### src/rtl/tdm_demux4_if.sv
// Bus bundle for the 4-slot TDM demultiplexer: slot stream in, per-channel results out.
// Optional parity signals appear only when TDM_DEMUX_PARITY_EN is defined.
interface tdm_demux4_if #(parameter int WIDTH = 4);
  logic             ena;
  logic             sync_i;
  logic [WIDTH-1:0] data_i;
  logic [WIDTH-1:0] ch0_o;
  logic [WIDTH-1:0] ch1_o;
  logic [WIDTH-1:0] ch2_o;
  logic [WIDTH-1:0] ch3_o;
  logic [3:0]       ch_vld_o;
  logic             frame_o;
  logic             locked_o;
  logic             sync_err_o;
`ifdef TDM_DEMUX_PARITY_EN
  logic             par_i;
  logic             par_err_o;
`endif

  modport master (
    output ena, sync_i, data_i,
    input  ch0_o, ch1_o, ch2_o, ch3_o, ch_vld_o, frame_o, locked_o, sync_err_o
`ifdef TDM_DEMUX_PARITY_EN
    , output par_i, input par_err_o
`endif
  );

  modport slave (
    input  ena, sync_i, data_i,
    output ch0_o, ch1_o, ch2_o, ch3_o, ch_vld_o, frame_o, locked_o, sync_err_o
`ifdef TDM_DEMUX_PARITY_EN
    , input par_i, output par_err_o
`endif
  );
endinterface

### src/rtl/tdm_demux4.sv
// 4-slot TDM demultiplexer with HUNT/LOCKED frame tracking and miss-count loss of lock.
// Define TDM_DEMUX_PARITY_EN to add per-slot even-parity checking (par_i / par_err_o).
module tdm_demux4 #(
  parameter int WIDTH    = 4,
  parameter int MISS_MAX = 2
) (
  input  logic        clk,
  input  logic        rst,
  tdm_demux4_if.slave bus
);
  localparam int MW = $clog2(MISS_MAX + 1);

  typedef enum logic {HUNT = 1'b0, LOCKED = 1'b1} state_e;

  state_e           state_q, state_d;
  logic [1:0]       slot_q, slot_d;
  logic [MW-1:0]    miss_q, miss_d;
  logic [WIDTH-1:0] ch_q [4];
  logic [WIDTH-1:0] ch_d [4];
  logic [3:0]       vld_q, vld_d;
  logic             frame_q, frame_d;
  logic             serr_q, serr_d;
  logic             cap_en, serr_hit, par_ok;
  logic [1:0]       cap_sel;

`ifdef TDM_DEMUX_PARITY_EN
  logic perr_q, perr_d;
  assign par_ok = (bus.par_i == ^bus.data_i);
`else
  assign par_ok = 1'b1;
`endif

  always_ff @(posedge clk or posedge rst) begin
    if (rst) begin
      state_q <= HUNT;
      slot_q  <= 2'd0;
      miss_q  <= '0;
      ch_q    <= '{default: '0};
      vld_q   <= 4'd0;
      frame_q <= 1'b0;
      serr_q  <= 1'b0;
`ifdef TDM_DEMUX_PARITY_EN
      perr_q  <= 1'b0;
`endif
    end else begin
      state_q <= state_d;
      slot_q  <= slot_d;
      miss_q  <= miss_d;
      ch_q    <= ch_d;
      vld_q   <= vld_d;
      frame_q <= frame_d;
      serr_q  <= serr_d;
`ifdef TDM_DEMUX_PARITY_EN
      perr_q  <= perr_d;
`endif
    end
  end

  // Next-state and capture decision; a sync seen anywhere while locked realigns to slot 0.
  always_comb begin
    state_d  = state_q;
    slot_d   = slot_q;
    miss_d   = miss_q;
    cap_en   = 1'b0;
    cap_sel  = 2'd0;
    serr_hit = 1'b0;
    if (bus.ena) begin
      unique case (state_q)
        HUNT: begin
          if (bus.sync_i) begin
            state_d = LOCKED;
            slot_d  = 2'd1;
            miss_d  = '0;
            cap_en  = 1'b1;
          end
        end
        LOCKED: begin
          if (bus.sync_i) begin
            serr_hit = (slot_q != 2'd0);
            slot_d   = 2'd1;
            miss_d   = '0;
            cap_en   = 1'b1;
          end else if (slot_q == 2'd0) begin
            if (miss_q == MW'(MISS_MAX - 1)) begin
              state_d = HUNT;
              slot_d  = 2'd0;
              miss_d  = '0;
            end else begin
              miss_d = miss_q + MW'(1);
              slot_d = 2'd1;
              cap_en = 1'b1;
            end
          end else begin
            cap_sel = slot_q;
            slot_d  = slot_q + 2'd1;
            cap_en  = 1'b1;
          end
        end
        default: ;
      endcase
    end
  end

  always_comb begin
    ch_d    = ch_q;
    vld_d   = 4'd0;
    frame_d = 1'b0;
    serr_d  = serr_hit;
`ifdef TDM_DEMUX_PARITY_EN
    perr_d  = cap_en && !par_ok;
`endif
    if (cap_en && par_ok) begin
      ch_d[cap_sel]  = bus.data_i;
      vld_d[cap_sel] = 1'b1;
      frame_d        = (cap_sel == 2'd3);
    end
  end

  assign bus.ch0_o      = ch_q[0];
  assign bus.ch1_o      = ch_q[1];
  assign bus.ch2_o      = ch_q[2];
  assign bus.ch3_o      = ch_q[3];
  assign bus.ch_vld_o   = vld_q;
  assign bus.frame_o    = frame_q;
  assign bus.locked_o   = (state_q == LOCKED);
  assign bus.sync_err_o = serr_q;
`ifdef TDM_DEMUX_PARITY_EN
  assign bus.par_err_o  = perr_q;
`endif
endmodule
### src/flat_wrapper.sv
// flat-port wrapper written by rule: the top's interface ports become plain ports
module tdm_demux4_flat 
#(
  parameter int WIDTH    = 4,
  parameter int MISS_MAX = 2
)
  (clk, rst, bus_ena, bus_sync_i, bus_data_i, bus_ch0_o, bus_ch1_o, bus_ch2_o, bus_ch3_o, bus_ch_vld_o, bus_frame_o, bus_locked_o, bus_sync_err_o);
  tdm_demux4_if #(.WIDTH(WIDTH)) bus_i ();
  input  logic clk;
  input  logic rst;
  input wire logic [$bits(bus_i.ena)-1:0] bus_ena;
  input wire logic [$bits(bus_i.sync_i)-1:0] bus_sync_i;
  input wire logic [$bits(bus_i.data_i)-1:0] bus_data_i;
  output wire logic [$bits(bus_i.ch0_o)-1:0] bus_ch0_o;
  output wire logic [$bits(bus_i.ch1_o)-1:0] bus_ch1_o;
  output wire logic [$bits(bus_i.ch2_o)-1:0] bus_ch2_o;
  output wire logic [$bits(bus_i.ch3_o)-1:0] bus_ch3_o;
  output wire logic [$bits(bus_i.ch_vld_o)-1:0] bus_ch_vld_o;
  output wire logic [$bits(bus_i.frame_o)-1:0] bus_frame_o;
  output wire logic [$bits(bus_i.locked_o)-1:0] bus_locked_o;
  output wire logic [$bits(bus_i.sync_err_o)-1:0] bus_sync_err_o;
  assign bus_i.ena = bus_ena;
  assign bus_i.sync_i = bus_sync_i;
  assign bus_i.data_i = bus_data_i;
  assign bus_ch0_o = bus_i.ch0_o;
  assign bus_ch1_o = bus_i.ch1_o;
  assign bus_ch2_o = bus_i.ch2_o;
  assign bus_ch3_o = bus_i.ch3_o;
  assign bus_ch_vld_o = bus_i.ch_vld_o;
  assign bus_frame_o = bus_i.frame_o;
  assign bus_locked_o = bus_i.locked_o;
  assign bus_sync_err_o = bus_i.sync_err_o;
  tdm_demux4 #(.WIDTH(WIDTH), .MISS_MAX(MISS_MAX)) u_core (.clk(clk), .rst(rst), .bus(bus_i));
endmodule
### config.mk
export PLATFORM = sky130hd
export DESIGN_NAME = tdm_demux4_flat
export DESIGN_NICKNAME = d
export VERILOG_FILES = /design/src/rtl/tdm_demux4_if.sv /design/src/rtl/tdm_demux4.sv /design/src/flat_wrapper.sv
export SDC_FILE = /design/constraint.sdc
export NUM_CORES = 1
export LEC_CHECK = 0
export CAP_MARGIN = 5
export CORE_MARGIN = 2
export CORE_UTILIZATION = 30
export CTS_BUF_LIST = sky130_fd_sc_hd__clkbuf_8 sky130_fd_sc_hd__clkbuf_16
export DETAILED_ROUTE_END_ITERATION = 8
export GPL_TIMING_DRIVEN = 0
export PLACE_DENSITY_LB_ADDON = 0.3
export SLEW_MARGIN = 40
export SYNTH_ARGS = -nofsm -noshare
export SYNTH_HDL_FRONTEND = slang
export SYNTH_SLANG_ARGS = --single-unit
export TNS_END_PERCENT = 20
### constraint.sdc
create_clock -name clk -period 4 [get_ports clk]
set_clock_uncertainty 0.05 [all_clocks]
set_input_delay 0.4 -clock clk [delete_from_list [all_inputs] [get_ports clk]]
set_output_delay 0.4 -clock clk [all_outputs]
set_load 0.01 [all_outputs]
==> summary.md <==
| Metric | Value |
|---|---|
| # DRC | `0` |
| Post-synth top area share | `54.2%` |
| Overflow after GRT | `0` |
| Most area-hungry cell type in the Yosys netlist | `dfrtp_1` |
| Final HPWL DP | `1610 microns` |
| Post-Syn Area | `roughly 0.0012 sq mm` |
| CTS Sinks | `26` |
| Final net count | `between 100 and 150` |
| Vias in the first global route | `760` |
| Initial antenna violation count | `0` |
| Final setup fails | `0` |
| Antenna viol nets, final | `0` |
| Worst path arrival time | `2.10 ns` |
| Routed length per instance | `13.5 microns` |
| Fraction of registers with async set/reset | `between 90% and 100%` |
| WS Path Type | `flip-flop to flip-flop` |
| I/O pins | `31` |
| Outcome | `finished clean` |
| Worst-path maximum fanout | `5` |
| Cells after Synth | `78` |
| GRT Total Usage | `between 10% and 20%` |
| Critical Path End Type | `flip-flop` |
| Seq/Total Area, Yosys | `54.2%` |
| HP Class | `input port to async pin` |
| Setup TNS | `0 ns` |
| Maximum VDD drop | `a little under 200 uV` |
| Clk Latency, worst-skew pair | `0.27 ns` |
| Largest net degree at the start of global routing | `27` |
| Max Cap Viol | `0` |
| Leak pwr | `0.732 nW` |
| Starting Density | `about a third` |
| Core Rows | `22` |
| Hold_buf cts | `0` |
| Fill cells | `345` |
| Final hold violations | `0` |
| Setup bufs post-CTS | `0` |
| Total Die Area | `0.00452 sq mm` |
| DR vias | `692` |
| Syn Nets | `88` |
| CTS tree | `built` |
| Clock buffer depth | `2` |
| Most frequent cells in the layout | `30 x clkdlybuf4s50_1, 26 x dfrtp_1, 13 x mux2_4` |
| Placeable Area | `0.00374 sq mm` |
| Fin crit share | `49.7%` |
| Tmin final | `between 1.5 and 2 ns` |
| First-pass GRT wire length | `3710 microns` |
| Final number of max-transition violations | `0` |
| Clk slew on worst S/H paths | `approximately 0.090 ns` |
| Drt first-iter violations | `16` |
| RSZ-0062 raised after global routing | `false` |
| PortBufs | `30` |
| Die Y | `67.2 microns` |
| Post-synth top flop | `dfrtp_1` |
| Highest clock rate | `roughly 500 MHz` |
| CP Launch Type | `flip-flop` |
| Final hold slack | `between 0.4 and 0.5 ns` |
| Ys Warns | `0` |
| Avg Cell Area, Syn | `15.4 sq um` |
| Worst Path Required | `4.11 ns` |
| Routed wire length | `2150 microns` |
| Root Driver | `clkbuf_8` |
| Layout cells sized above 1 | `between 20% and 30%` |
| Die Wd | `67.2 microns` |
| Ranking of synthesized cells by area | `dfrtp_1 54%, mux2_4 16%, nor2_8 3.3%, mux2_1 2.8%, a41oi_4 2.3%` |
| Num CTS Buffers | `3` |
| Commonest non-fill, non-tap cell in the layout | `clkdlybuf4s50_1` |
| Post-synthesis sequential element count | `26` |
| Antenna cells | `0` |
| Post-CTS resize count | `0` |
| Worst Tran Pin Value | `0.519 ns` |
| Relative slew slack | `65.3%` |
| Pwr Density | `between 700 and 800 mW/mm^2` |
| Via density | `4.33` |
| TritonRoute pass-1 iters | `4` |
| H-tree depth | `1` |
| Post-synth cell types | `24` |
| GP Congestion | `0.753` |
| Number of flops mapped to enable cells by yosys | `0` |
| Layout area overhead | `36.0%` |
## cells in the mapped netlist, drive strengths merged (2+ instances only)
cell,instances
dfrtp,26
mux2,16
inv,6
nand2,4
nor2,4
a21oi,3
nand2b,3
ha,2
o21ai,2
## final timing paths
check | start | to | slack, ns | cells after the start
worst max-delay path | u_core.slot_q[0] | u_core.bus.ch0_o[3] | 2.01 | 6
worst min-delay path | rst | u_core.bus.sync_err_o | 0.43 | 2
worst max register to register | u_core.slot_q[0] | u_core.bus.ch0_o[3] | 2.01 | 6
worst min register to register | u_core.miss_q[1] | u_core.miss_q[1] | 0.44 | 1
max in group asynchronous | rst | u_core.bus.ch3_o[1] | 3.12 | 2
min in group clk | u_core.miss_q[1] | u_core.miss_q[1] | 0.44 | 1
## metal layers
layer,routed length (microns),up-vias,track usage [%],part of all wire (%)
li1,-,339,-,-
met1,962,336,14.1,45
met2,1060,15,18.4,49
met3,81,2,1.67,3.8
met4,44,0,6.12,2.0
met5,0,-,0,0
## power breakdown
part / switching, mW / total (mW) / internal, mW
combinational: 0.199 / 0.504 / 0.305
clock: 0.0820 / 0.216 / 0.134
sequential: 0.0664 / 0.427 / 0.360
## worst max-delay path: stages (launching register included)
cell      delay [ns]
dfrtp_1         0.44
inv_1           0.18
ha_1            0.33
nand2b_4        0.23
a41oi_4         0.13
nor2_4          0.21
mux2_4          0.32
## registers in the layout, summed over array words and instances, names as in the netlist
name                   cells
u_core.bus.ch2_o           4
u_core.slot_q              2
u_core.bus.locked_o        1
u_core.bus.sync_err_o      1
u_core.bus.ch0_o           4
u_core.bus.ch3_o           4
u_core.bus.ch1_o           4
u_core.bus.ch_vld_o        4
u_core.miss_q              2
## layout make-up
class	count	area (sq um)	share of cell area [%]
buffer	1	7.51	0.460
clock buffer	3	41.3	2.53
clock inverter	1	30.0	1.84
inverter	6	22.5	1.38
multi-input combinational	45	519	31.8
sequential	26	651	39.9
tap	48	60.1	3.68
timing repair buffer	30	300	18.4
## per-stage QoR
step / setup WS, ns / instance area (sq um) / utilization, % / total power [mW] / instances
detailed placement: 1.89 / 1560 / 41.7 / 0.941 / 156
CTS: 1.97 / 1630 / 43.6 / 1.16 / 160
global placement: 1.90 / 1560 / 41.7 / 0.933 / 156
global route: 1.87 / 1630 / 43.6 / 1.22 / 160
finish: 2.01 / 1630 / 43.6 / 1.15 / 160
floorplan: 2.19 / 1200 / - / 0.715 / 78
## logic make-up after synthesis
| kind of cell | count (synthesis) | synth area share (%) |
|---|---|---|
| AO/OA/AOI/OAI | 10 | 6.78 |
| AND/OR/NAND/NOR | 17 | 15.3 |
| flip-flops | 26 | 54.2 |
| multiplexers | 16 | 19.1 |
| buffers and inverters | 7 | 2.50 |
| adder cells (fa/ha/maj) | 2 | 2.09 |
(Power assumes the default switching activity.)
